===== config.mk =====
export PLATFORM = sky130hd
export DESIGN_NAME = dwt_poly_mac_flat
export DESIGN_NICKNAME = d
export VERILOG_FILES = /design/src/rtl/dwt_poly_mac_pkg.sv /design/src/rtl/dwt_poly_mac_if.sv /design/src/rtl/dwt_poly_mac_coef_rf.sv /design/src/rtl/dwt_poly_mac.sv /design/src/flat_wrapper.sv
export SDC_FILE = /design/constraint.sdc
export NUM_CORES = 1
export LEC_CHECK = 0
export BUFFER_PORTS_ARGS = -buffer_cell sky130_fd_sc_hd__clkbuf_2
export CAP_MARGIN = 10
export CORE_ASPECT_RATIO = 1.75
export CORE_UTILIZATION = 32
export DETAILED_ROUTE_END_ITERATION = 10
export PLACE_DENSITY = 0.55
export SLEW_MARGIN = 20
export SYNTH_ARGS = -nofsm -noshare
export SYNTH_HDL_FRONTEND = slang
export SYNTH_SLANG_ARGS = --single-unit

===== constraint.sdc =====
create_clock -name clk -period 6.8 [get_ports clk]
set_clock_uncertainty 0.1 [all_clocks]
set_input_delay 1.36 -clock clk [delete_from_list [all_inputs] [get_ports clk]]
set_output_delay 1.36 -clock clk [all_outputs]
set_load 0.005 [all_outputs]

===== src/rtl/dwt_poly_mac_pkg.sv =====
// rtl/dwt_poly_mac_pkg.sv - shared FSM type and width helpers for dwt_poly_mac
//
// Package dwt_pkg. It holds:
//   dwt_state_e : FSM state encoding (IDLE / MAC / HOLD)
//   clog2       : ceiling log2, for sizing counters and indices
//   acc_width   : accumulator width with enough headroom for NTAPS products
package dwt_pkg;

  typedef enum logic [1:0] {
    IDLE = 2'd0,
    MAC  = 2'd1,
    HOLD = 2'd2
  } dwt_state_e;

  function automatic int clog2(input int value);
    int r = 0;
    while ((1 << r) < value) r++;
    return r;
  endfunction

  // A product magnitude never exceeds 2^(w_in+c_in-2). Adding clog2(ntaps)
  // bits of headroom therefore keeps any sum of ntaps products in range.
  function automatic int acc_width(input int w_in, input int c_in, input int ntaps);
    return w_in + c_in + clog2(ntaps);
  endfunction

endpackage


===== src/rtl/dwt_poly_mac_if.sv =====
// rtl/dwt_poly_mac_if.sv - sample/coefficient/output bus of dwt_poly_mac
//
// Signals:
//   in_valid/in_ready/in_data            input sample handshake (signed W_IN)
//   coef_we/coef_addr/coef_wdata         coefficient write port (signed C_IN)
//   out_valid/out_ready/out_data         decimated output handshake (signed Y_OUT)
//   sat_flag                             last output was clipped
// Modports: master = sample source / sink side; slave = the filter block.
interface dwt_poly_mac_if
  import dwt_pkg::*;
#(
  parameter int W_IN  = 7,
  parameter int C_IN  = 5,
  parameter int Y_OUT = 20,
  parameter int NTAPS = 4
) ();

  localparam int AW = clog2(NTAPS);

  logic                    in_valid;
  logic                    in_ready;
  logic signed [W_IN-1:0]  in_data;
  logic                    coef_we;
  logic [AW-1:0]           coef_addr;
  logic signed [C_IN-1:0]  coef_wdata;
  logic                    out_valid;
  logic                    out_ready;
  logic signed [Y_OUT-1:0] out_data;
  logic                    sat_flag;

  modport master (
    output in_valid, in_data, coef_we, coef_addr, coef_wdata, out_ready,
    input  in_ready, out_valid, out_data, sat_flag
  );

  modport slave (
    input  in_valid, in_data, coef_we, coef_addr, coef_wdata, out_ready,
    output in_ready, out_valid, out_data, sat_flag
  );

endinterface


===== src/rtl/dwt_poly_mac_coef_rf.sv =====
// rtl/dwt_poly_mac_coef_rf.sv - NTAPS x C_IN coefficient register file
//
// Ports:
//   clk, rstn   clock, asynchronous active-low reset (clears all entries)
//   we_i        write strobe (already qualified by the parent)
//   waddr_i     write index; indices >= NTAPS are dropped
//   wdata_i     signed coefficient
//   raddr_i     combinational read index; indices >= NTAPS read as 0
//   rdata_o     signed coefficient at raddr_i
module dwt_coef_rf #(
  parameter int C_IN  = 5,
  parameter int NTAPS = 4,
  parameter int AW    = 2
) (
  input  logic                   clk,
  input  logic                   rstn,
  input  logic                   we_i,
  input  logic [AW-1:0]          waddr_i,
  input  logic signed [C_IN-1:0] wdata_i,
  input  logic [AW-1:0]          raddr_i,
  output logic signed [C_IN-1:0] rdata_o
);

  logic signed [C_IN-1:0] mem_q [NTAPS];

  always_ff @(posedge clk or negedge rstn) begin
    if (!rstn) begin
      for (int i = 0; i < NTAPS; i++) mem_q[i] <= '0;
    end else if (we_i && (int'(waddr_i) < NTAPS)) begin
      mem_q[waddr_i] <= wdata_i;
    end
  end

  assign rdata_o = (int'(raddr_i) < NTAPS) ? mem_q[raddr_i] : '0;

endmodule


===== src/rtl/dwt_poly_mac.sv =====
// rtl/dwt_poly_mac.sv - time-multiplexed polyphase FIR phase engine (one MAC)
//
// Ports:
//   clk    rising-edge clock
//   rstn   asynchronous active-low reset
//   bus    dwt_poly_mac_if.slave: sample input, coefficient writes, output
// Every DEC accepted samples one output y = sum c[k]*x[n-k] is produced by
// stepping a single multiplier over the NTAPS taps.
// Build option DWT_MAC_SAT_EN: saturate out_data to Y_OUT bits and report
// clipping on sat_flag; otherwise out_data wraps and sat_flag stays 0.
module dwt_poly_mac
  import dwt_pkg::*;
#(
  parameter int W_IN  = 7,
  parameter int C_IN  = 5,
  parameter int Y_OUT = 20,
  parameter int NTAPS = 4,
  parameter int DEC   = 2
) (
  input logic           clk,
  input logic           rstn,
  dwt_poly_mac_if.slave bus
);

  localparam int AW    = clog2(NTAPS);
  localparam int TW    = clog2(NTAPS + 1);
  localparam int PW    = W_IN + C_IN;
  localparam int ACC_W = acc_width(W_IN, C_IN, NTAPS);
  localparam int PHW   = (DEC > 1) ? clog2(DEC) : 1;

  dwt_state_e              state_q;
  logic signed [W_IN-1:0]  x_q [NTAPS];
  logic [PHW-1:0]          phase_q, phase_d;
  logic [TW-1:0]           tap_q;
  logic signed [PW-1:0]    prod_q, prod_d;
  logic signed [ACC_W-1:0] acc_q, acc_d;
  logic                    in_ready_q, out_valid_q, sat_q;
  logic signed [Y_OUT-1:0] out_data_q;

  logic                    accept, group_done, coef_we_idle, y_sat;
  logic signed [C_IN-1:0]  coef_rd;
  logic signed [W_IN-1:0]  x_rd;
  logic signed [Y_OUT-1:0] y_red;

  assign accept       = bus.in_valid & in_ready_q;
  // The group closes on the sample that arrives while the phase sits at DEC-1.
  assign group_done   = (phase_q == PHW'(DEC - 1));
  assign phase_d      = group_done ? '0 : phase_q + PHW'(1);
  assign coef_we_idle = bus.coef_we & (state_q == IDLE);

  dwt_coef_rf #(
    .C_IN (C_IN),
    .NTAPS(NTAPS),
    .AW   (AW)
  ) u_coef_rf (
    .clk    (clk),
    .rstn   (rstn),
    .we_i   (coef_we_idle),
    .waddr_i(bus.coef_addr),
    .wdata_i(bus.coef_wdata),
    .raddr_i(tap_q[AW-1:0]),
    .rdata_o(coef_rd)
  );

  // The multiplier output is registered: the tap counter runs one step past
  // NTAPS-1 so that the last product can drain into the final sum.
  assign x_rd   = x_q[tap_q[AW-1:0]];
  assign prod_d = (tap_q < TW'(NTAPS)) ? PW'(coef_rd) * PW'(x_rd) : '0;
  assign acc_d  = acc_q + ACC_W'(prod_q);

  generate
    if (Y_OUT >= ACC_W) begin : g_extend
      assign y_red = Y_OUT'(acc_d);
      assign y_sat = 1'b0;
    end else begin : g_reduce
`ifdef DWT_MAC_SAT_EN
      // The sum fits only when every bit above the kept sign bit copies it.
      logic [ACC_W-Y_OUT:0] top;
      assign top   = acc_d[ACC_W-1:Y_OUT-1];
      assign y_sat = ~(&top | ~|top);
      assign y_red = !y_sat         ? Y_OUT'(acc_d) :
                     acc_d[ACC_W-1] ? {1'b1, {(Y_OUT-1){1'b0}}} :
                                      {1'b0, {(Y_OUT-1){1'b1}}};
`else
      assign y_red = Y_OUT'(acc_d);
      assign y_sat = 1'b0;
`endif
    end
  endgenerate

  always_ff @(posedge clk or negedge rstn) begin
    if (!rstn) begin
      state_q     <= IDLE;
      for (int k = 0; k < NTAPS; k++) x_q[k] <= '0;
      phase_q     <= '0;
      tap_q       <= '0;
      prod_q      <= '0;
      acc_q       <= '0;
      in_ready_q  <= 1'b1;
      out_valid_q <= 1'b0;
      out_data_q  <= '0;
      sat_q       <= 1'b0;
    end else begin
      case (state_q)
        IDLE: begin
          if (accept) begin
            x_q[0] <= bus.in_data;
            for (int k = NTAPS - 1; k > 0; k--) x_q[k] <= x_q[k-1];
            phase_q <= phase_d;
            if (group_done) begin
              state_q    <= MAC;
              in_ready_q <= 1'b0;
              tap_q      <= '0;
              prod_q     <= '0;
              acc_q      <= '0;
            end
          end
        end
        MAC: begin
          prod_q <= prod_d;
          acc_q  <= acc_d;
          tap_q  <= tap_q + TW'(1);
          if (tap_q == TW'(NTAPS)) begin
            state_q     <= HOLD;
            out_valid_q <= 1'b1;
            out_data_q  <= y_red;
            sat_q       <= y_sat;
          end
        end
        HOLD: begin
          if (bus.out_ready) begin
            state_q     <= IDLE;
            out_valid_q <= 1'b0;
            in_ready_q  <= 1'b1;
          end
        end
        default: state_q <= IDLE;
      endcase
    end
  end

  assign bus.in_ready  = in_ready_q;
  assign bus.out_valid = out_valid_q;
  assign bus.out_data  = out_data_q;
  assign bus.sat_flag  = sat_q;

endmodule


===== src/flat_wrapper.sv =====
// flat-port wrapper written by rule: the top's interface ports become plain ports
module dwt_poly_mac_flat import dwt_pkg::*;
#(
  parameter int W_IN  = 7,
  parameter int C_IN  = 5,
  parameter int Y_OUT = 20,
  parameter int NTAPS = 4,
  parameter int DEC   = 2
)
  (clk, rstn, bus_in_valid, bus_in_data, bus_coef_we, bus_coef_addr, bus_coef_wdata, bus_out_ready, bus_in_ready, bus_out_valid, bus_out_data, bus_sat_flag);
  dwt_poly_mac_if #(.W_IN(W_IN), .C_IN(C_IN), .Y_OUT(Y_OUT), .NTAPS(NTAPS)) bus_i ();
  input logic clk;
  input logic rstn;
  input wire logic [$bits(bus_i.in_valid)-1:0] bus_in_valid;
  input wire logic [$bits(bus_i.in_data)-1:0] bus_in_data;
  input wire logic [$bits(bus_i.coef_we)-1:0] bus_coef_we;
  input wire logic [$bits(bus_i.coef_addr)-1:0] bus_coef_addr;
  input wire logic [$bits(bus_i.coef_wdata)-1:0] bus_coef_wdata;
  input wire logic [$bits(bus_i.out_ready)-1:0] bus_out_ready;
  output wire logic [$bits(bus_i.in_ready)-1:0] bus_in_ready;
  output wire logic [$bits(bus_i.out_valid)-1:0] bus_out_valid;
  output wire logic [$bits(bus_i.out_data)-1:0] bus_out_data;
  output wire logic [$bits(bus_i.sat_flag)-1:0] bus_sat_flag;
  assign bus_i.in_valid = bus_in_valid;
  assign bus_i.in_data = bus_in_data;
  assign bus_i.coef_we = bus_coef_we;
  assign bus_i.coef_addr = bus_coef_addr;
  assign bus_i.coef_wdata = bus_coef_wdata;
  assign bus_i.out_ready = bus_out_ready;
  assign bus_in_ready = bus_i.in_ready;
  assign bus_out_valid = bus_i.out_valid;
  assign bus_out_data = bus_i.out_data;
  assign bus_sat_flag = bus_i.sat_flag;
  dwt_poly_mac #(.W_IN(W_IN), .C_IN(C_IN), .Y_OUT(Y_OUT), .NTAPS(NTAPS), .DEC(DEC)) u_core (.clk(clk), .rstn(rstn), .bus(bus_i));
endmodule

==> out/qor.yml <==
fin_total_pwr_mw: 1.24
cts_buffer_depth: 2
grt.total_usage: 0.132
final-setup-viol-count: 0
post_cts_resize_count: 0
slew_headroom: 0.438
dp_hpwl_mm: 9.06
chipHeight_um: 182
grt_remaining_overflow: 0
p_int_mw: 0.913
ant_nets: 0
diodes: 0
first_pass_iters: 4
power_switching_share: 0.262
rsz0062_at_grt: "false"
num_io_pins: 42
vias: 3985
p_clk_frac: 0.398
cts_tree: "done"
synth_top_area_cell: "sky130_fd_sc_hd__dfrtp_1"
async_reset_ff_frac: 1.00
critical_path_peak_fanout: 15
fp.dieW_um: 105
syn2layout_area_growth_pct: 11.9
synth.area.top_cells: "sky130_fd_sc_hd__dfrtp_1, sky130_fd_sc_hd__mux2_2, sky130_fd_sc_hd__fa_1"
tightestPinTransition_ns: 0.837
synth_seq_cells: 96
switching_power_mw: 0.324
peakVddDrop_uv: 109
cts_hold_repair.buffers: 0
final_layout_size_suffix_gt1_frac: 0.228
final_common_cell: "sky130_fd_sc_hd__dfrtp_1"
worst-r2r-cell-count: 13
finalWirelength_mm: 11.6
required_ns: 6.93
timing.critical_path.arrival_ns: 5.26
r2r_start: "u_core.tap_q[0]$_DFFE_PN0P_"
buffer_ports.inserted: 40
min-delay-path-class: "register to register"
final_hold_violation_count: 0
power.leakage_nw: 3.19
max_freq_mhz: 195
gp_routability_congestion: 0.802
clock-sinks: 96
clock_latency_ns: 0.35
syn_area_um2: 5940
synth.avg_cell_area_um2: 11.0
slowest_stage: "sky130_fd_sc_hd__dfrtp_1"
detail_route.iter0.violations: 90
setup_total_negative_slack_ns: 0
setup_ws_ns: 1.67
pwr-share-seq: 0.489
pre_cts_slack_ns: 1.58
htree_num_levels: 3
synthDistinctLibCells: 51
detail_route.wl_per_cell_um: 14.3
die_outline_area_um2: 19100
drv_cap: 0
reg2reg_capture_point: "u_core.prod_q[10]$_DFFE_PN0P_"
number_of_stages_on_the_worst_setup_path: 13
grt_antenna_before_repair: 0
power-per-cell-area_nw_per_um2: 186
report.final.slew_viol_count: 0
via_count_of_the_first_global_routing_pass: 4219
fin_crit_ns: 5.13
result_of_the_run: "completed"
vias_per_cell: 4.91
setup_crit_path_kind: "register to register"
timing.critical_path.to: "u_core.prod_q[10]$_DFFE_PN0P_"
clk_root_buffer_cell: "sky130_fd_sc_hd__clkbuf_16"
period_share: 0.755
most_frequent_cells_in_the_layout: "sky130_fd_sc_hd__dfrtp_1, sky130_fd_sc_hd__inv_1, sky130_fd_sc_hd__mux2_2, sky130_fd_sc_hd__nand2_1, sky130_fd_sc_hd__clkbuf_2"
postSynthNetCount: 618
critPathLaunchType: "register"
crit_top_cell: "sky130_fd_sc_hd__fa_1"
synth_top_flop_cell: "sky130_fd_sc_hd__dfrtp_1"
synthesis.instances: 541
row_count: 65
cpPeakStageDelay_ns: 0.85
path_cells: "mux4_2 -> or2_2 -> fa_1 -> fa_1 -> fa_1 -> inv_1 -> ha_1 -> a21o_1 -> a21oi_1 -> o21bai_1 -> a311oi_1 -> mux2i_1 -> nand3_1"
design.final.nets: 650
synth_seq_area_share: 0.405
reg2reg_setup_slack_ns: 1.67
initial_core_util: 0.327
drt_drc_violations_left: 0
path_clk_slew_ns: 0.07
cpLargestDelayFamily: "adder cells"
core_area_um2: 18100
synth_enable_flop_cells: 0
critical_path.endpoint_type: "register"
tritoncts.num_buffers: 9
yosysWarningCount: 0
critPathBufInv: 1
grt_max_degree: 58
comb_power_share: 0.113
cp-startpoint: "u_core.tap_q[0]$_DFFE_PN0P_"
post-synth-top-area-fraction: 0.400
cts.repair_timing.setup_buffer_count: 0
first_pass_grt_wire_length_mm: 20.0
state kept, by name, summed over array words and instances (netlist names):
signal,flops
u_core.group_done,1
u_core.tap_q,3
u_core.bus.out_valid,1
u_core.bus.in_ready,1
u_core.u_coef_rf.mem_q,20
u_core.prod_q,12
u_core.x_q,28
u_core.state_q,2
u_core.bus.out_data,14
u_core.acc_q,14
power by group through the flow:
stage / clock, mW / sequential (mW) / combinational [mW]
after global routing: 0.526 / 0.609 / 0.163
after floorplan: 0 / 0.611 / 0.105
after global placement: 0 / 0.616 / 0.139
final: 0.492 / 0.605 / 0.140
after CTS: 0.507 / 0.606 / 0.143
after detailed placement: 0 / 0.617 / 0.143
layer usage:
| metal | vias to the layer above | wire, µm | track usage |
|---|---|---|---|
| met4 | 0 | 252 | 0.0614 |
| met3 | 17 | 240 | 0.0139 |
| met5 | - | 0 | 0 |
| met2 | 61 | 6650 | 0.261 |
| met1 | 1995 | 4490 | 0.135 |
| li1 | 1912 | - | - |
cells by family after synthesis:
logic type | share of synthesized area
mux | 0.149
flops | 0.405
fa+ha+maj | 0.153
compound gates | 0.101
simple gates | 0.109
buf+inv | 0.0522
other cells | 0.000631
xor+xnor | 0.0310
cell usage after synthesis (2+ instances only):
cell type	instances
sky130_fd_sc_hd__nor3_1	5
sky130_fd_sc_hd__nand3_1	8
sky130_fd_sc_hd__a21oi_1	17
sky130_fd_sc_hd__clkbuf_1	8
sky130_fd_sc_hd__mux2i_1	6
sky130_fd_sc_hd__inv_1	52
sky130_fd_sc_hd__o21ai_1	2
sky130_fd_sc_hd__nand2b_1	3
sky130_fd_sc_hd__ha_1	34
sky130_fd_sc_hd__nor3b_1	3
sky130_fd_sc_hd__o31ai_1	2
sky130_fd_sc_hd__fa_1	24
sky130_fd_sc_hd__xor2_1	7
sky130_fd_sc_hd__a211oi_1	2
sky130_fd_sc_hd__o21ai_0	37
sky130_fd_sc_hd__nor2_1	24
sky130_fd_sc_hd__o21bai_1	5
sky130_fd_sc_hd__a31oi_1	2
sky130_fd_sc_hd__buf_2	5
sky130_fd_sc_hd__and3_1	2
sky130_fd_sc_hd__mux2_2	51
sky130_fd_sc_hd__a21o_1	5
sky130_fd_sc_hd__buf_1	2
sky130_fd_sc_hd__or2_2	2
sky130_fd_sc_hd__nand2_1	45
sky130_fd_sc_hd__and2_1	28
sky130_fd_sc_hd__o211ai_1	2
sky130_fd_sc_hd__xnor2_1	14
sky130_fd_sc_hd__dfrtp_1	95
sky130_fd_sc_hd__a311oi_1	2
sky130_fd_sc_hd__mux4_2	11
sky130_fd_sc_hd__o21a_1	5
sky130_fd_sc_hd__buf_4	7
sky130_fd_sc_hd__a22o_1	6
sky130_fd_sc_hd__or3_1	2
worst reg2reg max path, delay by kind of cell, from the launching register on:
| family | cells | cell delay, ns |
|---|---|---|
| fa+ha+maj | 4 | 1.89 |
| mux | 2 | 0.87 |
| flops | 1 | 0.85 |
| compound gates | 4 | 0.84 |
| simple gates | 2 | 0.39 |
| buf+inv | 1 | 0.06 |
area by class of cell:
cell class	count	area, µm²
tap	234	293
clock buffer	9	225
fill	1787	11500
clock inverter	7	63.8
inverter	52	195
timing repair buffer	43	225
multi-input combinational	371	3240
sequential	96	2400
worst min-delay path by stage:
stage,startpoint,end,cells after the start
after CTS,u_core.bus.out_data[11]$_DFFE_PN0P_,u_core.bus.out_data[11]$_DFFE_PN0P_,2
after floorplan,u_core.prod_q[10]$_DFFE_PN0P_,u_core.prod_q[10]$_DFFE_PN0P_,2
after global routing,u_core.bus.out_data[4]$_DFFE_PN0P_,u_core.bus.out_data[4]$_DFFE_PN0P_,2
final,u_core.bus.out_data[11]$_DFFE_PN0P_,u_core.bus.out_data[11]$_DFFE_PN0P_,2
after detailed placement,u_core.bus.out_data[11]$_DFFE_PN0P_,u_core.bus.out_data[11]$_DFFE_PN0P_,2
after global placement,u_core.bus.out_data[11]$_DFFE_PN0P_,u_core.bus.out_data[11]$_DFFE_PN0P_,2
through the flow:
stage / utilization / cells / area (µm²) / hold slack [ns]
2_1_floorplan: - / 541 / 5940 / 0.353
3_3_place_gp: 0.351 / 796 / 6360 / 0.364
3_5_place_dp: 0.351 / 796 / 6360 / 0.373
4_1_cts: 0.366 / 812 / 6650 / 0.389
5_1_grt: 0.367 / 812 / 6650 / 0.419
6_report: 0.367 / 812 / 6650 / 0.379
No activity file was read; power rests on OpenSTA's default activity.
